[src/rtl/imu_uart_framer_pkg.sv]
// Shared constants, types and helpers for the IMU sample framer.
// Frame layout is AA 55, twelve data bytes, then a mod-256 checksum.
package imu_frame_pkg;

    localparam logic [7:0] HDR0 = 8'hAA;
    localparam logic [7:0] HDR1 = 8'h55;

    localparam int DATA_BYTES  = 12;
    localparam int FRAME_BYTES = 15;

    // Byte positions inside the transmitted frame.
    localparam logic [3:0] IDX_HDR0    = 4'd0;
    localparam logic [3:0] IDX_HDR1    = 4'd1;
    localparam logic [3:0] IDX_ACC_XH  = 4'd2;
    localparam logic [3:0] IDX_GYRO_ZL = 4'd13;
    localparam logic [3:0] IDX_CSUM    = 4'(FRAME_BYTES - 1);

    typedef logic [8*DATA_BYTES-1:0] sample_t;

    typedef enum logic [1:0] {
        IDLE,
        SEND,
        NEXT
    } state_t;

    function automatic logic [7:0] frame_checksum(sample_t d);
        logic [7:0] s;
        s = 8'h00;
        for (int k = 0; k < DATA_BYTES; k++) begin
            s = s + d[8*k +: 8];
        end
        return s;
    endfunction

    // Byte 0 of the sample (ACC_XH) lives in the top byte lane.
    function automatic logic [7:0] frame_byte(sample_t d, logic [7:0] cs,
                                              logic [3:0] i);
        logic [7:0] b;
        b = 8'h00;
        if (i == IDX_HDR0) begin
            b = HDR0;
        end else if (i == IDX_HDR1) begin
            b = HDR1;
        end else if (i == IDX_CSUM) begin
            b = cs;
        end else if (i >= IDX_ACC_XH && i <= IDX_GYRO_ZL) begin
            b = d[8*int'(IDX_GYRO_ZL - i) +: 8];
        end
        return b;
    endfunction

endpackage

[src/rtl/imu_uart_framer_if.sv]
// Sample input and UART/status outputs of the IMU framer.
// master drives samples, slave is the framer itself.
interface imu_uart_framer_if;
    import imu_frame_pkg::*;

    logic       sample_valid;
    sample_t    sample_data;
    logic       uart_tx;
    logic       busy;
    logic [7:0] overrun_cnt;

    modport master (
        output sample_valid,
        output sample_data,
        input  uart_tx,
        input  busy,
        input  overrun_cnt
    );

    modport slave (
        input  sample_valid,
        input  sample_data,
        output uart_tx,
        output busy,
        output overrun_cnt
    );

endinterface

[src/rtl/imu_uart_framer_uart_tx_byte.sv]
// 8N1 byte transmitter with a DIV-cycle bit period.
// done fires early so a chained start lands right after the stop bit.
module uart_tx_byte #(
    parameter int DIV = 434
) (
    input  logic       clk,
    input  logic       rst,
    input  logic       start,
    input  logic [7:0] data,
    output logic       tx,
    output logic       done
);

    localparam int CW = $clog2(DIV);

    logic [CW-1:0] cnt_q;
    logic [3:0]    bit_q;
    logic [9:0]    sh_q;
    logic          act_q;
    logic          tx_q;
    logic          done_q;
    logic          last;

    assign last = act_q && bit_q == 4'd9 && cnt_q == CW'(DIV - 1);
    assign tx   = tx_q;
    assign done = done_q;

    // Bit timer and shift register; a start in the stop bit's last cycle chains.
    always_ff @(posedge clk) begin
        if (rst) begin
            cnt_q  <= '0;
            bit_q  <= 4'd0;
            sh_q   <= '1;
            act_q  <= 1'b0;
            tx_q   <= 1'b1;
            done_q <= 1'b0;
        end else begin
            done_q <= act_q && bit_q == 4'd9 && cnt_q == CW'(DIV - 3);
            if (start && (!act_q || last)) begin
                sh_q  <= {1'b1, data, 1'b0};
                tx_q  <= 1'b0;
                cnt_q <= '0;
                bit_q <= 4'd0;
                act_q <= 1'b1;
            end else if (act_q) begin
                if (cnt_q == CW'(DIV - 1)) begin
                    cnt_q <= '0;
                    if (bit_q == 4'd9) begin
                        act_q <= 1'b0;
                        bit_q <= 4'd0;
                        tx_q  <= 1'b1;
                    end else begin
                        bit_q <= bit_q + 4'd1;
                        tx_q  <= sh_q[1];
                        sh_q  <= {1'b1, sh_q[9:1]};
                    end
                end else begin
                    cnt_q <= cnt_q + CW'(1);
                end
            end
        end
    end

endmodule

[src/rtl/imu_uart_framer.sv]
// Frames 12-byte IMU samples into 15-byte UART frames.
// A one-deep shadow absorbs a sample arriving mid-frame.
module imu_uart_framer
    import imu_frame_pkg::*;
#(
    parameter int CLK_HZ = 50_000_000,
    parameter int BAUD   = 115200
) (
    input logic clk,
    input logic rst,
    imu_uart_framer_if.slave bus
);

    localparam int DIV = (CLK_HZ + BAUD / 2) / BAUD;

    state_t     state_q, state_d;
    logic [3:0] idx_q, idx_d;
    logic       launch_q, launch_d;
    sample_t    act_q, act_d;
    logic [7:0] csum_q, csum_d;
    sample_t    sh_q, sh_d;
    logic       sh_full_q, sh_full_d;
    logic       busy_q, busy_d;
    logic [7:0] ovr_q, ovr_d;

    logic       v;
    logic       ld_new;
    logic       pop;
    logic       last_byte;
    logic       tx_start;
    logic [7:0] tx_data;
    logic       tx_done;
    logic       tx_line;

    assign v         = bus.sample_valid;
    assign last_byte = state_q == NEXT && idx_q == IDX_CSUM;

    uart_tx_byte #(
        .DIV(DIV)
    ) u_tx (
        .clk  (clk),
        .rst  (rst),
        .start(tx_start),
        .data (tx_data),
        .tx   (tx_line),
        .done (tx_done)
    );

    // FSM state and byte index register.
    always_ff @(posedge clk) begin
        if (rst) begin
            state_q <= IDLE;
            idx_q   <= 4'd0;
        end else begin
            state_q <= state_d;
            idx_q   <= idx_d;
        end
    end

    // Next state; a fresh strobe at frame end with no shadow chains directly.
    always_comb begin
        state_d = state_q;
        idx_d   = idx_q;
        ld_new  = 1'b0;
        pop     = 1'b0;
        unique case (state_q)
            IDLE: begin
                if (v) begin
                    state_d = SEND;
                    idx_d   = 4'd0;
                    ld_new  = 1'b1;
                end
            end
            SEND: begin
                if (tx_done) begin
                    state_d = NEXT;
                end
            end
            NEXT: begin
                if (idx_q != IDX_CSUM) begin
                    idx_d   = idx_q + 4'd1;
                    state_d = SEND;
                end else if (sh_full_q) begin
                    pop     = 1'b1;
                    idx_d   = 4'd0;
                    state_d = SEND;
                end else if (v) begin
                    ld_new  = 1'b1;
                    idx_d   = 4'd0;
                    state_d = SEND;
                end else begin
                    state_d = IDLE;
                end
            end
            default: state_d = IDLE;
        endcase
    end

    // Byte launch: first byte after capture, later ones from NEXT.
    always_comb begin
        tx_start = launch_q;
        tx_data  = HDR0;
        if (state_q == NEXT) begin
            if (idx_q != IDX_CSUM) begin
                tx_start = 1'b1;
                tx_data  = frame_byte(act_q, csum_q, idx_q + 4'd1);
            end else begin
                tx_start = sh_full_q || v;
            end
        end
    end

    // Active/shadow buffers, busy flag and saturating overrun counter.
    always_comb begin
        launch_d  = state_q == IDLE && v;
        act_d     = act_q;
        csum_d    = csum_q;
        sh_d      = sh_q;
        sh_full_d = sh_full_q;
        ovr_d     = ovr_q;
        if (ld_new) begin
            act_d  = bus.sample_data;
            csum_d = frame_checksum(bus.sample_data);
        end else if (pop) begin
            act_d  = sh_q;
            csum_d = frame_checksum(sh_q);
        end
        if (pop) begin
            sh_full_d = 1'b0;
        end
        if (v && state_q != IDLE && !ld_new) begin
            sh_d      = bus.sample_data;
            sh_full_d = 1'b1;
            if (sh_full_q && !pop && ovr_q != 8'hFF) begin
                ovr_d = ovr_q + 8'd1;
            end
        end
        busy_d = launch_q || (busy_q && !(last_byte && !sh_full_q && !v));
    end

    // Datapath registers.
    always_ff @(posedge clk) begin
        if (rst) begin
            launch_q  <= 1'b0;
            act_q     <= '0;
            csum_q    <= 8'h00;
            sh_q      <= '0;
            sh_full_q <= 1'b0;
            busy_q    <= 1'b0;
            ovr_q     <= 8'h00;
        end else begin
            launch_q  <= launch_d;
            act_q     <= act_d;
            csum_q    <= csum_d;
            sh_q      <= sh_d;
            sh_full_q <= sh_full_d;
            busy_q    <= busy_d;
            ovr_q     <= ovr_d;
        end
    end

    assign bus.uart_tx     = tx_line;
    assign bus.busy        = busy_q;
    assign bus.overrun_cnt = ovr_q;

endmodule
[src/flat_wrapper.sv]
// flat-port wrapper written by rule: the top's interface ports become plain ports
module imu_uart_framer_flat import imu_frame_pkg::*;
#(
    parameter int CLK_HZ = 50_000_000,
    parameter int BAUD   = 115200
)
  (clk, rst, bus_sample_valid, bus_sample_data, bus_uart_tx, bus_busy, bus_overrun_cnt);
  imu_uart_framer_if bus_i ();
  input logic clk;
  input logic rst;
  input wire logic [$bits(bus_i.sample_valid)-1:0] bus_sample_valid;
  input wire logic [$bits(bus_i.sample_data)-1:0] bus_sample_data;
  output wire logic [$bits(bus_i.uart_tx)-1:0] bus_uart_tx;
  output wire logic [$bits(bus_i.busy)-1:0] bus_busy;
  output wire logic [$bits(bus_i.overrun_cnt)-1:0] bus_overrun_cnt;
  assign bus_i.sample_valid = bus_sample_valid;
  assign bus_i.sample_data = bus_sample_data;
  assign bus_uart_tx = bus_i.uart_tx;
  assign bus_busy = bus_i.busy;
  assign bus_overrun_cnt = bus_i.overrun_cnt;
  imu_uart_framer #(.CLK_HZ(CLK_HZ), .BAUD(BAUD)) u_core (.clk(clk), .rst(rst), .bus(bus_i));
endmodule
[config.mk]
export PLATFORM = sky130hd
export DESIGN_NAME = imu_uart_framer_flat
export DESIGN_NICKNAME = d
export VERILOG_FILES = /design/src/rtl/imu_uart_framer_pkg.sv /design/src/rtl/imu_uart_framer_if.sv /design/src/rtl/imu_uart_framer_uart_tx_byte.sv /design/src/rtl/imu_uart_framer.sv /design/src/flat_wrapper.sv
export SDC_FILE = /design/constraint.sdc
export NUM_CORES = 1
export LEC_CHECK = 0
export ABC_AREA = 1
export CAP_MARGIN = 20
export CORE_ASPECT_RATIO = 1.1
export CORE_MARGIN = 1.5
export CORE_UTILIZATION = 54
export DETAILED_ROUTE_END_ITERATION = 10
export HOLD_SLACK_MARGIN = 0.08
export PLACE_DENSITY = 0.87
export RECOVER_POWER = 50
export SLEW_MARGIN = 10
export SYNTH_ARGS = -nofsm -noshare
export SYNTH_HDL_FRONTEND = slang
export SYNTH_HIERARCHICAL = 1
export SYNTH_SLANG_ARGS = --single-unit
export TNS_END_PERCENT = 10
[constraint.sdc]
create_clock -name clk -period 6 [get_ports clk]
set_clock_uncertainty 0.15 [all_clocks]
set_input_delay 1.8 -clock clk [delete_from_list [all_inputs] [get_ports clk]]
set_output_delay 1.8 -clock clk [all_outputs]
set_load 0.02 [all_outputs]
==> results.cfg <==
[outcome]
status = finished, violations left
violations_in_the_final_reports = max-capacitance violations, max-slew violations

[cts]
cts_buffer_depth = 3
cts.hold.buffers_added = 0
clk-insertion-delay-late_ns = 0.55
clock_transition_time_at_the_flip_flop_clock_pins_of_the_worst_setup_and_hold_paths_ns = 0.06
cts-root-buf = clkbuf_16
htreeDepth = 1
clock-sinks = 241
cts_made_buffers = 27
tritoncts = done

[finish]
areaGrowthSynthToFinish_pct = 18.9
finish.net_count = 2401
finalNonFillerCells = 2527
final_common_cell = nand2_1
fillers = 2224
most-common-layout-cells = nand2_1, inv_1, dfxtp_1
antenna_cells_inserted = 0
final_layout_size_suffix_gt1_frac = 0.102

[critical_path]
required_ns = 6.29
critical_path_arrival_ns = 6.17
worst-r2r-setup-slack_ns = 0.37
timing.critical_path.to_type = register
max_stage_delay_ns = 0.59
timing.rr.start = u_core/idx_q[0]
worstSetupStartpointType = input pin
critPathMostFrequentCell = nand2_1
timing.critical_path.max_delay_family = adder cells
worstPathBufferInverterCount = 8
critical_path_peak_fanout = 2
crit_type = input pin to register
critical_path.reg2reg.endpoint = u_core/u_tx/sh_q[4]
worst-r2r-cell-count = 16
slowest_stage = fa_1

[place]
placed_cells_incl_taps = 2476
gp_congestion = 0.956
buffers_on_ports = 108
hpwl_dp_um = 31900

[hold_path]
min-delay-start = u_core/bus.busy
worstHoldPathCells = 2
worst_hold_path_type = register to register
worstHoldEndpoint = u_core/bus.busy

[synth]
synth-edff-count = 0
synth_async_sr_flop_share = 0
yosys.cell_types.count = 49
synth.yosys.warnings = 6
sequential_share_of_the_synthesized_area = 0.319
netlist_instances = 2014
synth-seq-cells = 241
postSynth.topFlopCell = dfxtp_1
total_nets_after_synthesis = 2271
synthesis.area_per_instance_um2 = 7.50
post_synth_instance_area_um2 = 15100

[sta]
fin_crit_ns = 5.88
setup-violations-final = 0
rel_slew_slack = -0.880
hold_viol_final = 0
max_clock_freq_ghz = 0.170
whs_ns = 0.316
worst_slew_pin_slew_ns = 2.82
maxSlewViolCount = 50
fin_crit_sh = 0.980

[grt]
grt_remaining_overflow = 0
gr-usage-all-layers = 0.321
grt_pass1_wl_um = 72600
antenna_found_initial = 0
grt_pass1_vias = 14200
grt_start_max_net_pins = 101

[route]
ant_nets = 0
remaining_drc_errors = 0
drt_total_wl_um = 46600
drt_first_iter_violations = 1829
drt_first_pass_iters = 11
avgViaCountPerCell = 5.75
via_count = 14500
mean_routed_wirelength_per_cell_um = 18.4

[floorplan]
die_width_um = 162
core_area_um2 = 27600
initial_utilization = 0.547
fp-row-count = 64
ioPinCount = 109
dieHeight_um = 178
design.die.area_um2 = 29000

[pwr]
power_density_nw_per_um2 = 374
p_total_mw = 6.71
worst_case_vdd_ir_drop_uv = 327
power_leakage_nw = 8.08

[flow_run]
max-cap-violations = 1
==> worst register-to-register path: cells and delay by family (launching register included) <==
family	cells	cell delay, ns
buffers and inverters	5	2.68
adder cells (fa/ha/maj)	1	0.40
flip-flops	1	0.54
AND/OR/NAND/NOR	9	1.52
AO/OA/AOI/OAI	1	0.27
==> report_power, final <==
part,switching [mW],internal [mW]
sequential,0.0753,1.71
clock,0.686,1.02
combinational,1.84,1.38
==> cell type report <==
class / count / area, µm² / share of cell area
sequential: 241 / 4830 / 0.269
clock inverter: 10 / 108 / 0.00599
tap: 363 / 454 / 0.0253
clock buffer: 39 / 811 / 0.0452
inverter: 290 / 1090 / 0.0608
timing repair buffer: 206 / 1930 / 0.108
multi-input combinational: 1378 / 8730 / 0.486
==> flip-flops by register name (all words and copies together), names as in the netlist, 2 cells and up <==
signal and cells:
u_core/u_tx/cnt_q 9, u_core/bus.overrun_cnt 8, u_core/idx_q 4, u_core/sh_q 96, u_core/u_tx/sh_q 8, u_core/act_q 96, u_core/state_q 2, u_core/csum_q 8
u_core/u_tx/bit_q 4
==> timing repair <==
item	CTS	global route
buffers inserted	0	1
setup endpoints to repair	3	4
resized for setup	17	78
pin swaps	10	36
==> how the worst max path moves through the flow <==
stage | from | end | cells after the start
detailed placement | bus_sample_data[2] | u_core/csum_q[6] | 18
finish | bus_sample_data[29] | u_core/csum_q[7] | 25
global placement | bus_sample_data[2] | u_core/csum_q[6] | 18
global route | bus_sample_data[36] | u_core/csum_q[7] | 25
floorplan | bus_sample_data[2] | u_core/csum_q[6] | 17
CTS | bus_sample_data[12] | u_core/csum_q[7] | 25
==> metal layers <==
| layer | vias up | wire length (µm) | track usage |
|---|---|---|---|
| met5 | - | 0 | 0 |
| met3 | 213 | 4120 | 0.0516 |
| met1 | 6822 | 16900 | 0.380 |
| li1 | 6666 | - | - |
| met4 | 0 | 3390 | 0.218 |
| met2 | 827 | 22200 | 0.537 |
==> per-stage QoR <==
| stage | TNS [ns] | setup slack (ns) | instance area [µm²] | util |
|---|---|---|---|---|
| final | 0 | 0.123 | 18000 | 0.650 |
| after detailed placement | -3.13 | -0.789 | 16800 | 0.610 |
| after floorplan | 0 | 0.0291 | 15100 | - |
| after global routing | -0.0143 | -0.0143 | 18000 | 0.650 |
| after global placement | -2.85 | -0.721 | 16800 | 0.610 |
| after CTS | -0.00204 | -0.00204 | 17800 | 0.644 |
==> cell usage after synthesis (10+ instances only) <==
cell type	instances	area, µm²
nor3_1	10	50.1
nand2_1	621	2330
buf_2	30	150
xor2_1	10	87.6
fa_1	126	2520
nor2_1	44	165
clkbuf_1	47	176
dfxtp_1	241	4820
buf_4	18	135
ha_1	32	400
inv_2	11	41.3
a21oi_1	142	711
o21ai_1	20	100
o21ai_0	47	235
inv_1	278	1040
a31oi_1	106	663
nand3_1	135	676
==> kinds of logic (layout without fill, tap and decap cells) <==
group / after synthesis / in the layout / share of synthesized area
muxes: 1 / 1 / 0.000663
xor gates and xnor gates: 18 / 18 / 0.0109
AOI/OAI and AO/OA: 345 / 345 / 0.130
DFF: 241 / 241 / 0.319
and+or+nand+nor: 856 / 856 / 0.239
buffers and inverters: 395 / 545 / 0.107
adders and majority gates: 158 / 158 / 0.194
(Power assumes the default switching activity.)
